## src/rtl/fx_uart_phy.sv

```systemverilog
// fx_uart_phy: byte-level UART PHY for the FX command link (RX deserialiser, TX serialiser).
// Latency: RX strobe one cycle after the stop-bit sample; TX line goes low the cycle after tx_vld.
// Backpressure: none on RX; TX has a 1-deep hold slot, a third request while full is dropped (tx_ovf).
//
// Ports:
//   clk_sys, rst_n        system clock, asynchronous active-low reset
//   uart_rx / uart_tx     serial pins (idle high); uart_rx is asynchronous to clk_sys
//   rx_data, rx_vld       received byte and its one-cycle strobe
//   rx_err                one-cycle strobe on framing or parity error
//   tx_data, tx_vld       byte to send, one-cycle request
//   tx_busy               frame on the line or hold slot occupied
//   tx_ovf                one-cycle strobe when a request is dropped
// Optional feature: define FX_UART_PARITY_EN for an even-parity bit after the data bits.
module fx_uart_phy #(
   parameter int BAUD_DIV = 434
) (
   input  logic       clk_sys,
   input  logic       rst_n,
   input  logic       uart_rx,
   output logic       uart_tx,
   output logic [7:0] rx_data,
   output logic       rx_vld,
   output logic       rx_err,
   input  logic [7:0] tx_data,
   input  logic       tx_vld,
   output logic       tx_busy,
   output logic       tx_ovf
);

   localparam logic [15:0] DIV  = 16'(BAUD_DIV);
   localparam logic [15:0] HALF = 16'(BAUD_DIV / 2);

   // ------------------------------------------------------------------
   // RX path
   // ------------------------------------------------------------------
   typedef enum logic [2:0] {
      R_IDLE  = 3'd0,
      R_START = 3'd1,
      R_DATA  = 3'd2,
      R_PAR   = 3'd3,
      R_STOP  = 3'd4,
      R_BRK   = 3'd5
   } rx_state_t;

   rx_state_t   rx_state;
   logic        rx_s1, rx_s2, rx_prev;
   logic [15:0] rx_cnt;
   logic [2:0]  rx_idx;
   logic [7:0]  rx_sr;
   logic        rx_exp;
   logic        rx_fall;
`ifdef FX_UART_PARITY_EN
   logic        par_ok;
`endif

   // Sample point reached when the counter is at 1; loading HALF in the
   // start-detect cycle puts the first sample exactly HALF cycles later.
   assign rx_exp  = (rx_cnt == 16'd1);
   assign rx_fall = rx_prev & ~rx_s2;

   always_ff @(posedge clk_sys or negedge rst_n) begin
      if (!rst_n) begin
         rx_s1    <= 1'b1;
         rx_s2    <= 1'b1;
         rx_prev  <= 1'b1;
         rx_state <= R_IDLE;
         rx_cnt   <= 16'd0;
         rx_idx   <= 3'd0;
         rx_sr    <= 8'h00;
         rx_data  <= 8'h00;
         rx_vld   <= 1'b0;
         rx_err   <= 1'b0;
`ifdef FX_UART_PARITY_EN
         par_ok   <= 1'b1;
`endif
      end else begin
         rx_s1   <= uart_rx;
         rx_s2   <= rx_s1;
         rx_prev <= rx_s2;
         rx_vld  <= 1'b0;
         rx_err  <= 1'b0;
         if (rx_state != R_IDLE && rx_state != R_BRK && !rx_exp)
            rx_cnt <= rx_cnt - 16'd1;
         case (rx_state)
            R_IDLE: begin
               if (rx_fall) begin
                  rx_cnt   <= HALF;
                  rx_state <= R_START;
               end
            end
            R_START: begin
               if (rx_exp) begin
                  if (!rx_s2) begin
                     rx_cnt   <= DIV;
                     rx_idx   <= 3'd0;
                     rx_state <= R_DATA;
                  end else begin
                     rx_state <= R_IDLE;   // glitch shorter than half a bit
                  end
               end
            end
            R_DATA: begin
               if (rx_exp) begin
                  rx_sr  <= {rx_s2, rx_sr[7:1]};
                  rx_cnt <= DIV;
                  rx_idx <= rx_idx + 3'd1;
                  if (rx_idx == 3'd7) begin
`ifdef FX_UART_PARITY_EN
                     rx_state <= R_PAR;
`else
                     rx_state <= R_STOP;
`endif
                  end
               end
            end
`ifdef FX_UART_PARITY_EN
            R_PAR: begin
               if (rx_exp) begin
                  par_ok   <= (rx_s2 == ^rx_sr);
                  rx_cnt   <= DIV;
                  rx_state <= R_STOP;
               end
            end
`endif
            R_STOP: begin
               if (rx_exp) begin
                  if (!rx_s2) begin
                     rx_err   <= 1'b1;
                     rx_state <= R_BRK;    // hold off until the line recovers
`ifdef FX_UART_PARITY_EN
                  end else if (!par_ok) begin
                     rx_err   <= 1'b1;
                     rx_state <= R_IDLE;
`endif
                  end else begin
                     rx_data  <= rx_sr;
                     rx_vld   <= 1'b1;
                     rx_state <= R_IDLE;
                  end
               end
            end
            R_BRK: begin
               if (rx_s2)
                  rx_state <= R_IDLE;
            end
            default: rx_state <= R_IDLE;
         endcase
      end
   end

   // ------------------------------------------------------------------
   // TX path
   // ------------------------------------------------------------------
   typedef enum logic [2:0] {
      T_IDLE  = 3'd0,
      T_START = 3'd1,
      T_DATA  = 3'd2,
      T_PAR   = 3'd3,
      T_STOP  = 3'd4
   } tx_state_t;

   tx_state_t   tx_state;
   logic [15:0] tx_cnt;
   logic [2:0]  tx_idx;
   logic [7:0]  tx_sr;
   logic        hold_full;
   logic [7:0]  hold_dat;
   logic        tx_exp;
   logic        stop_end;
   logic        tx_load;
   logic [7:0]  load_dat;
`ifdef FX_UART_PARITY_EN
   logic        tx_par;
`endif

   assign tx_exp   = (tx_cnt == 16'd1);
   assign stop_end = (tx_state == T_STOP) && tx_exp;
   // A new frame starts from idle on a request, or straight out of the stop
   // bit when another byte is waiting (held byte first, else the new request).
   assign tx_load  = ((tx_state == T_IDLE) && tx_vld) || (stop_end && (hold_full || tx_vld));
   assign load_dat = hold_full ? hold_dat : tx_data;

   always_ff @(posedge clk_sys or negedge rst_n) begin
      if (!rst_n) begin
         tx_state  <= T_IDLE;
         tx_cnt    <= 16'd0;
         tx_idx    <= 3'd0;
         tx_sr     <= 8'h00;
         hold_full <= 1'b0;
         hold_dat  <= 8'h00;
         uart_tx   <= 1'b1;
         tx_busy   <= 1'b0;
         tx_ovf    <= 1'b0;
`ifdef FX_UART_PARITY_EN
         tx_par    <= 1'b0;
`endif
      end else begin
         tx_ovf <= 1'b0;

         // Requests arriving while a frame is on the line
         if (tx_vld && tx_state != T_IDLE) begin
            if (stop_end) begin
               // Hold slot is freed this cycle (or the byte goes straight to the shifter)
               if (hold_full) begin
                  hold_dat <= tx_data;
               end
               hold_full <= hold_full;
            end else if (!hold_full) begin
               hold_full <= 1'b1;
               hold_dat  <= tx_data;
            end else begin
               tx_ovf <= 1'b1;
            end
         end else if (stop_end && hold_full) begin
            hold_full <= 1'b0;
         end

         if (tx_state != T_IDLE && !tx_exp)
            tx_cnt <= tx_cnt - 16'd1;

         if (tx_load) begin
            tx_sr    <= load_dat;
`ifdef FX_UART_PARITY_EN
            tx_par   <= ^load_dat;
`endif
            tx_cnt   <= DIV;
            uart_tx  <= 1'b0;
            tx_busy  <= 1'b1;
            tx_state <= T_START;
         end else if (tx_exp) begin
            tx_cnt <= DIV;
            case (tx_state)
               T_START: begin
                  uart_tx  <= tx_sr[0];
                  tx_sr    <= {1'b0, tx_sr[7:1]};
                  tx_idx   <= 3'd0;
                  tx_state <= T_DATA;
               end
               T_DATA: begin
                  if (tx_idx == 3'd7) begin
`ifdef FX_UART_PARITY_EN
                     uart_tx  <= tx_par;
                     tx_state <= T_PAR;
`else
                     uart_tx  <= 1'b1;
                     tx_state <= T_STOP;
`endif
                  end else begin
                     uart_tx <= tx_sr[0];
                     tx_sr   <= {1'b0, tx_sr[7:1]};
                     tx_idx  <= tx_idx + 3'd1;
                  end
               end
`ifdef FX_UART_PARITY_EN
               T_PAR: begin
                  uart_tx  <= 1'b1;
                  tx_state <= T_STOP;
               end
`endif
               T_STOP: begin
                  tx_busy  <= 1'b0;
                  tx_state <= T_IDLE;
               end
               default: tx_state <= T_IDLE;
            endcase
         end
      end
   end

endmodule

```

## config.mk

```make
export PLATFORM = sky130hd
export DESIGN_NAME = fx_uart_phy
export DESIGN_NICKNAME = d
export VERILOG_FILES = /design/src/rtl/fx_uart_phy.sv
export SDC_FILE = /design/constraint.sdc
export NUM_CORES = 1
export LEC_CHECK = 0
export CAP_MARGIN = 30
export CORE_ASPECT_RATIO = 0.9
export CORE_MARGIN = 5
export CORE_UTILIZATION = 45
export DETAILED_ROUTE_END_ITERATION = 12
export GPL_TIMING_DRIVEN = 0
export MAX_ROUTING_LAYER = met4
export PLACE_DENSITY = 0.68
export SLEW_MARGIN = 20
export SYNTH_ARGS = -nofsm -noshare
export SYNTH_HDL_FRONTEND = slang
export SYNTH_SLANG_ARGS = --single-unit
```

## constraint.sdc

```tcl
create_clock -name clk_sys -period 3.18 [get_ports clk_sys]
set_input_delay 0.954 -clock clk_sys [delete_from_list [all_inputs] [get_ports clk_sys]]
set_output_delay 0.954 -clock clk_sys [all_outputs]
set_load 0.02 [all_outputs]
```

======== Word-level counts from Yosys, hierarchy flattened ========
Cells that the tools add are included.
storage, ports and cells
  output and inout port bits .............. 13
  bits in registers ....................... 85
  logic and storage cells ................. 138
operators by class
  equality and inequality tests ........... 24
  reductions and logical operators ........ 34
  bitwise gates (word level) .............. 3
  add/subtract/negate cells ............... 4
  multiplexer cells ....................... 54
operator list
  cell                                                  number
  2-to-1 mux 16 bit                                     8
  2-to-1 mux 8 bit                                      6
  one-hot mux 16 bit (3 select lines)                   1
  2-to-1 mux 3 bit                                      14
  equality test 16 x 1 -> 1 bit, second input constant  2
  subtractor 16 x 1 -> 16 bit, second input constant    2
  != test 2 bit, second input constant                  10
  2-to-1 mux 1 bit                                      18
  one-hot mux 3 bit (2 select lines)                    3
  one-hot mux 8 bit (2 select lines)                    1
  equality test 3 bit, second input constant            5
  one-hot mux 3 bit (5 select lines)                    1
  AND reduction 2 bit                                   6
  nonzero test 3 bit                                    4
  nonzero test 2 bit                                    5
  != test 3 bit, second input constant                  3
  logical AND 1 bit                                     8
  AND reduction 4 bit                                   2
  adder 3 x 1 -> 3 bit, second input constant           2
  equality test 3 x 1 -> 1 bit, second input constant   2
  equality test 3 x 2 -> 1 bit, second input constant   2
  zero test 3 bit                                       2
  AND reduction 3 bit                                   2
  AND reduction 6 bit                                   1
  other kinds (6)                                       9

======== Depth between registers and ports, before layout ========
  depth in word-level cells ............... 7
  depth in mapped cells ................... 8

======== Worst setup path before layout ========
OpenSTA, ideal clock, no wires.
  kind .................................... reg2reg
  start ................................... register rx_cnt[4]
  end ..................................... register rx_cnt[15]
  clock period less this slack ............ 2.401 ns
  data arrival time ....................... 2.327 ns
  stages on the path, launching flop included .. 7
  setup slack ............................. 0.779 ns
  setup time .............................. 0.073 ns
  data required time ...................... 3.107 ns
  cell sequence ........................... dfrtp_1 or4_4 or3_1 buf_2 or3_4 or4_4 a21oi_2
on the way
  longest elaborated chain between the ends .. 7
  elaborated cells on any way between the ends .. 10
ends and longest elaborated chain
  what                                                                                 RTL line  text
  start, declared                                                                      47        logic [15:0] rx_cnt;
  start signal, assigned                                                               83        rx_cnt <= rx_cnt - 16'd1;
  parallel branches: the longest is 6 deep, another holds subtractor 16 x 1 -> 16 bit  n/a
  one-hot mux 16 bit (3 select lines) (*)                                              84        case (rx_state)
Every way passes the cells marked *.
A chain may end at the register's enable or synchronous reset.

======== Final worst setup path ========
  start ................................... register tx_cnt[2]
  end ..................................... register hold_dat[4]
on the way
  longest elaborated chain between the ends .. 4
  elaborated cells on any way between the ends .. 5
ends and longest elaborated chain
  what                                  RTL line  text
  start, declared                       163       logic [15:0] tx_cnt;
  start signal, assigned                219       tx_cnt <= tx_cnt - 16'd1;
  equality test 16 x 1 -> 1 bit (*)     176       assign tx_exp = (tx_cnt == 16'd1);
  logical AND 1 bit (*)                 177       assign stop_end = (tx_state == T_STOP) && tx_exp;
  != test 2 bit (no source line)        n/a
  AND reduction 2 bit (no source line)  n/a
  end signal, assigned                  205       hold_dat <= tx_data;
  end signal, assigned                  210       hold_dat <= tx_data;
  end, declared                         167       logic [7:0] hold_dat;
Mark *: on every way between the ends. The rest lies on a longest branch, timed or not.

==> flow_summary_export.csv <==
group,metric,value,unit
outcome,outcome,"finished, final reports clean",
floorplan,core,9042,um2
power_and_ir_drop,switching_power,0.0007046,W
logic_synthesis,synthTopCellsByArea,"dfrtp_1 49%, mux2_2 8.7%, xnor2_1 3.8%",
critical_path,cp_cell_sequence,"or3_1 -> clkbuf_1 -> nor4_1 -> a21boi_1 -> a311oi_2 -> mux2_2",
critical_path,cp_data_required_time,3.44,ns
grt,grt_pass1_wl,14.04,mm
logic_synthesis,netlist.area_leader.share,48.96,%
finish,final_cell_area,4771,um2
detailed_routing,drtAntennaViolNets,0,
worst_hold_path,holdCritPathClass,"flip-flop to flip-flop",
logic_synthesis,syn_nets,399,
critical_path,critical_path.slowest_cell,"a311oi_2",
logic_synthesis,syn_area,4140,um2
placement,dp_hpwl,5.488,mm
detailed_routing,vias,2932,
sta,slew_violations,0,
grt,antenna_found_initial,0,
sta,hold_viol,0,
sta,period_needed,2.910,ns
power_and_ir_drop,p_leak,2.157,nW
logic_synthesis,yosysWarnings,0,
floorplan,io_pins,25,
floorplan,dieArea,11220,um2
critical_path,critPathTopFamily,"compound AO/OA/AOI/OAI gates",
logic_synthesis,synth_edf_count,0,
critical_path,cp_num_buf_inv,1,
placement,gp_congestion,0.7977,
detailed_routing,wl,7.901,mm
sta,skew,0.008435,ns
logic_synthesis,syn_avg_cell_area,10.92,um2
logic_synthesis,seq_area_frac_synth,51.50,%
clock_network,path_clk_slew,0.10,ns
finish,final_cells,542,
floorplan,row_count,33,
power_and_ir_drop,p_int,0.001707,W
critical_path,path_class,"flip-flop to flip-flop",
grt,grt_overflow_total,0,
floorplan,die-width,111.1,um
logic_synthesis,synth_cell_types,62,
grt,use_met1,19.54,%
grt,met3_usage,4.082,%
critical_path,cpPeakStageDelay,0.78,ns
sta,setup_viol,0,
logic_synthesis,synth-seq-cells,85,
logic_synthesis,synthArstFlopShare,100.0,%
floorplan,start_util,45.79,%
grt,grt.met2_usage,25.33,%
critical_path,endpoint_kind,"flip-flop",
clock_network,cts_tree,"yes",
grt,grt_pass1_vias,2989,
clock_network,ctsHtreeMaxLevel,3,
finish,layout-drive-gt1-share,18.57,%
clock_network,cts.sinks,85,
placement,dpl_cell_area,4548,um2
finish,fill_cells,795,
logic_synthesis,synth_area_leader_cell,"dfrtp_1",
logic_synthesis,syn_inst,379,
clock_network,clockRootBuffer,"clkbuf_8",
sta,rsz0062_at_grt,"no",
finish,finalNetCount,435,
detailed_routing,avgViaCountPerCell,5.410,
power_and_ir_drop,power.density,505.5,nW/um2
sta,worst_pin_slew,0.8333,ns
detailed_routing,dr.pass1.iters,4,
clock_network,cts_setup_buffers,0,
placement,port_buffers,23,
grt,busiest_layer,"met2",
clock_network,post_cts_resize_count,0,
clock_network,cts_buffer_depth,2,
critical_path,start_kind,"flip-flop",
detailed_routing,drc,0,
logic_synthesis,synthFlopType,"dfrtp_1",
grt,grt_max_degree,58,
finish,area_delta_synth_final,15.23,%
detailed_routing,avgRoutedWirePerCell,14.58,um
power_and_ir_drop,sw_frac_of_total,29.21,%
floorplan,die_h,101.0,um
critical_path,crit_path_max_fanout,8,
grt,grtUsageTotal,15.77,%
placement,place_inst,525,
critical_path,critPathArrivalTime,3.17,ns
sta,max_freq,0.3437,GHz
critical_path,r2r_slack,0.27,ns
clock_network,cts-buffers-inserted,9,
detailed_routing,drt_iter0_drc,130,
sta,slew-limit-headroom,44.02,%
power_and_ir_drop,power_frac_seq,51.0,%
power_and_ir_drop,pwr-share-clk,34.3,%
clock_network,clk_latency,0.37,ns
power_and_ir_drop,worst_ir_drop_vdd,0.3450,mV
power_and_ir_drop,comb_power_share,14.8,%
sta,post-route-period-util,91.50,%
finish,antenna_cells,0,
run,max_cap_viol_count,0,
clock_network,ctsHoldBuffers,0,
==> routing by layer <==
layer  routed length, um  up-vias
met5                   0        -
met4                 128        0
met3                 266       12
met2                3796       46
met1                3710     1433
li1                    -     1441
==> logic make-up after synthesis <==
family | count (synthesis) | share of synthesized area, %
buf+inv | 26 | 2.841
flops | 85 | 51.50
simple gates | 138 | 18.44
xor+xnor | 22 | 4.654
mux | 36 | 9.671
fa+ha+maj | 8 | 2.418
compound gates | 64 | 10.49
==> final cells by class <==
type                            instances  area [um2]  area share (%)
Sequential cell                        85        2132           44.69
Inverter                                7       26.28          0.5507
Multi-Input combinational cell        268        1891           39.63
Clock inverter                          7       93.84           1.967
Tap cell                              122       152.6           3.200
Buffer                                 19       91.34           1.915
Timing Repair Buffer                   25       260.3           5.455
Clock buffer                            9       123.9           2.596
==> worst reg2reg max path, delay by kind of cell, from the launching register on <==
family	cells	cell delay [ns]
muxes	1	0.42
AOI/OAI and AO/OA	2	0.98
and+or+nand+nor	2	0.82
DFF	1	0.42
buffers and inverters	1	0.17
==> stage by stage <==
step | util (%) | total power, W | worst slack, ns | hold slack [ns] | TNS, ns
floorplan | - | 0.001496 | 0.7795 | 0.3452 | 0
global placement | 50.02 | 0.001589 | -1.881 | 0.3487 | -155.51
detailed placement | 50.30 | 0.001613 | 0.3223 | 0.3525 | 0
CTS | 52.71 | 0.002443 | 0.2896 | 0.3605 | 0
global route | 52.76 | 0.002536 | 0.03307 | 0.3603 | 0
finish | 52.76 | 0.002412 | 0.2704 | 0.3610 | 0
==> power groups by stage <==
stage / combinational (W) / sequential, W / clock (W)
global route: 0.000405 / 0.00124 / 0.000886
detailed placement: 0.000359 / 0.00125 / 0
finish: 0.000357 / 0.00123 / 0.000826
CTS: 0.000361 / 0.00123 / 0.000852
global placement: 0.000341 / 0.00125 / 0
floorplan: 0.000258 / 0.00124 / 0
==> state kept, by name (all words and copies together) (netlist names) <==
register	count
hold_dat	8
hold_full	1
rx_cnt	16
rx_data	8
rx_err	1
rx_idx	3
rx_prev	1
rx_s1	1
rx_s2	1
rx_sr	8
rx_state	3
rx_vld	1
tx_busy	1
tx_cnt	16
tx_idx	3
tx_ovf	1
tx_sr	8
tx_state	3
uart_tx	1
==> cell usage in the layout, fill, tap and decap left out, types with 7 or more instances in the layout <==
cell type,n
a21oi_1,14
a221o_1,7
and3_1,8
clkbuf_1,12
clkbuf_8,10
clkdlybuf4s50_1,22
dfrtp_1,81
ha_1,8
inv_1,7
mux2_2,32
nand2_1,27
nor2_1,37
nor3_1,12
nor4_1,9
o21ai_0,16
xnor2_1,18
==> worst paths after layout <==
kind	startpoint	to	depth (start not counted)
worst max register to register	tx_cnt[2]$_DFFE_PN0P_	hold_dat[4]$_DFFE_PN0P_	6
worst min register to register	rx_s1$_DFF_PN1_	rx_s2$_DFF_PN1_	0
min in group asynchronous	rst_n	rx_cnt[14]$_DFF_PN0_	1
max in group asynchronous	rst_n	uart_tx$_DFFE_PN1P_	2
worst max-delay path	tx_cnt[2]$_DFFE_PN0P_	hold_dat[4]$_DFFE_PN0P_	6
worst min-delay path	rx_s1$_DFF_PN1_	rx_s2$_DFF_PN1_	0
==> cell usage after synthesis (all sizes together) (4+ instances only) <==
library cell / count
a21oi: 15
a221o: 7
a31oi: 4
and3: 8
buf: 5
clkbuf: 14
dfrtp: 81
dfstp: 4
ha: 8
inv: 7
mux2: 32
mux2i: 4
nand2: 28
nor2: 38
nor2b: 4
nor3: 13
nor4: 10
o21ai: 18
or3: 7
or4: 8
xnor2: 18
xor2: 4
No activity file was read; power rests on OpenSTA's default activity.
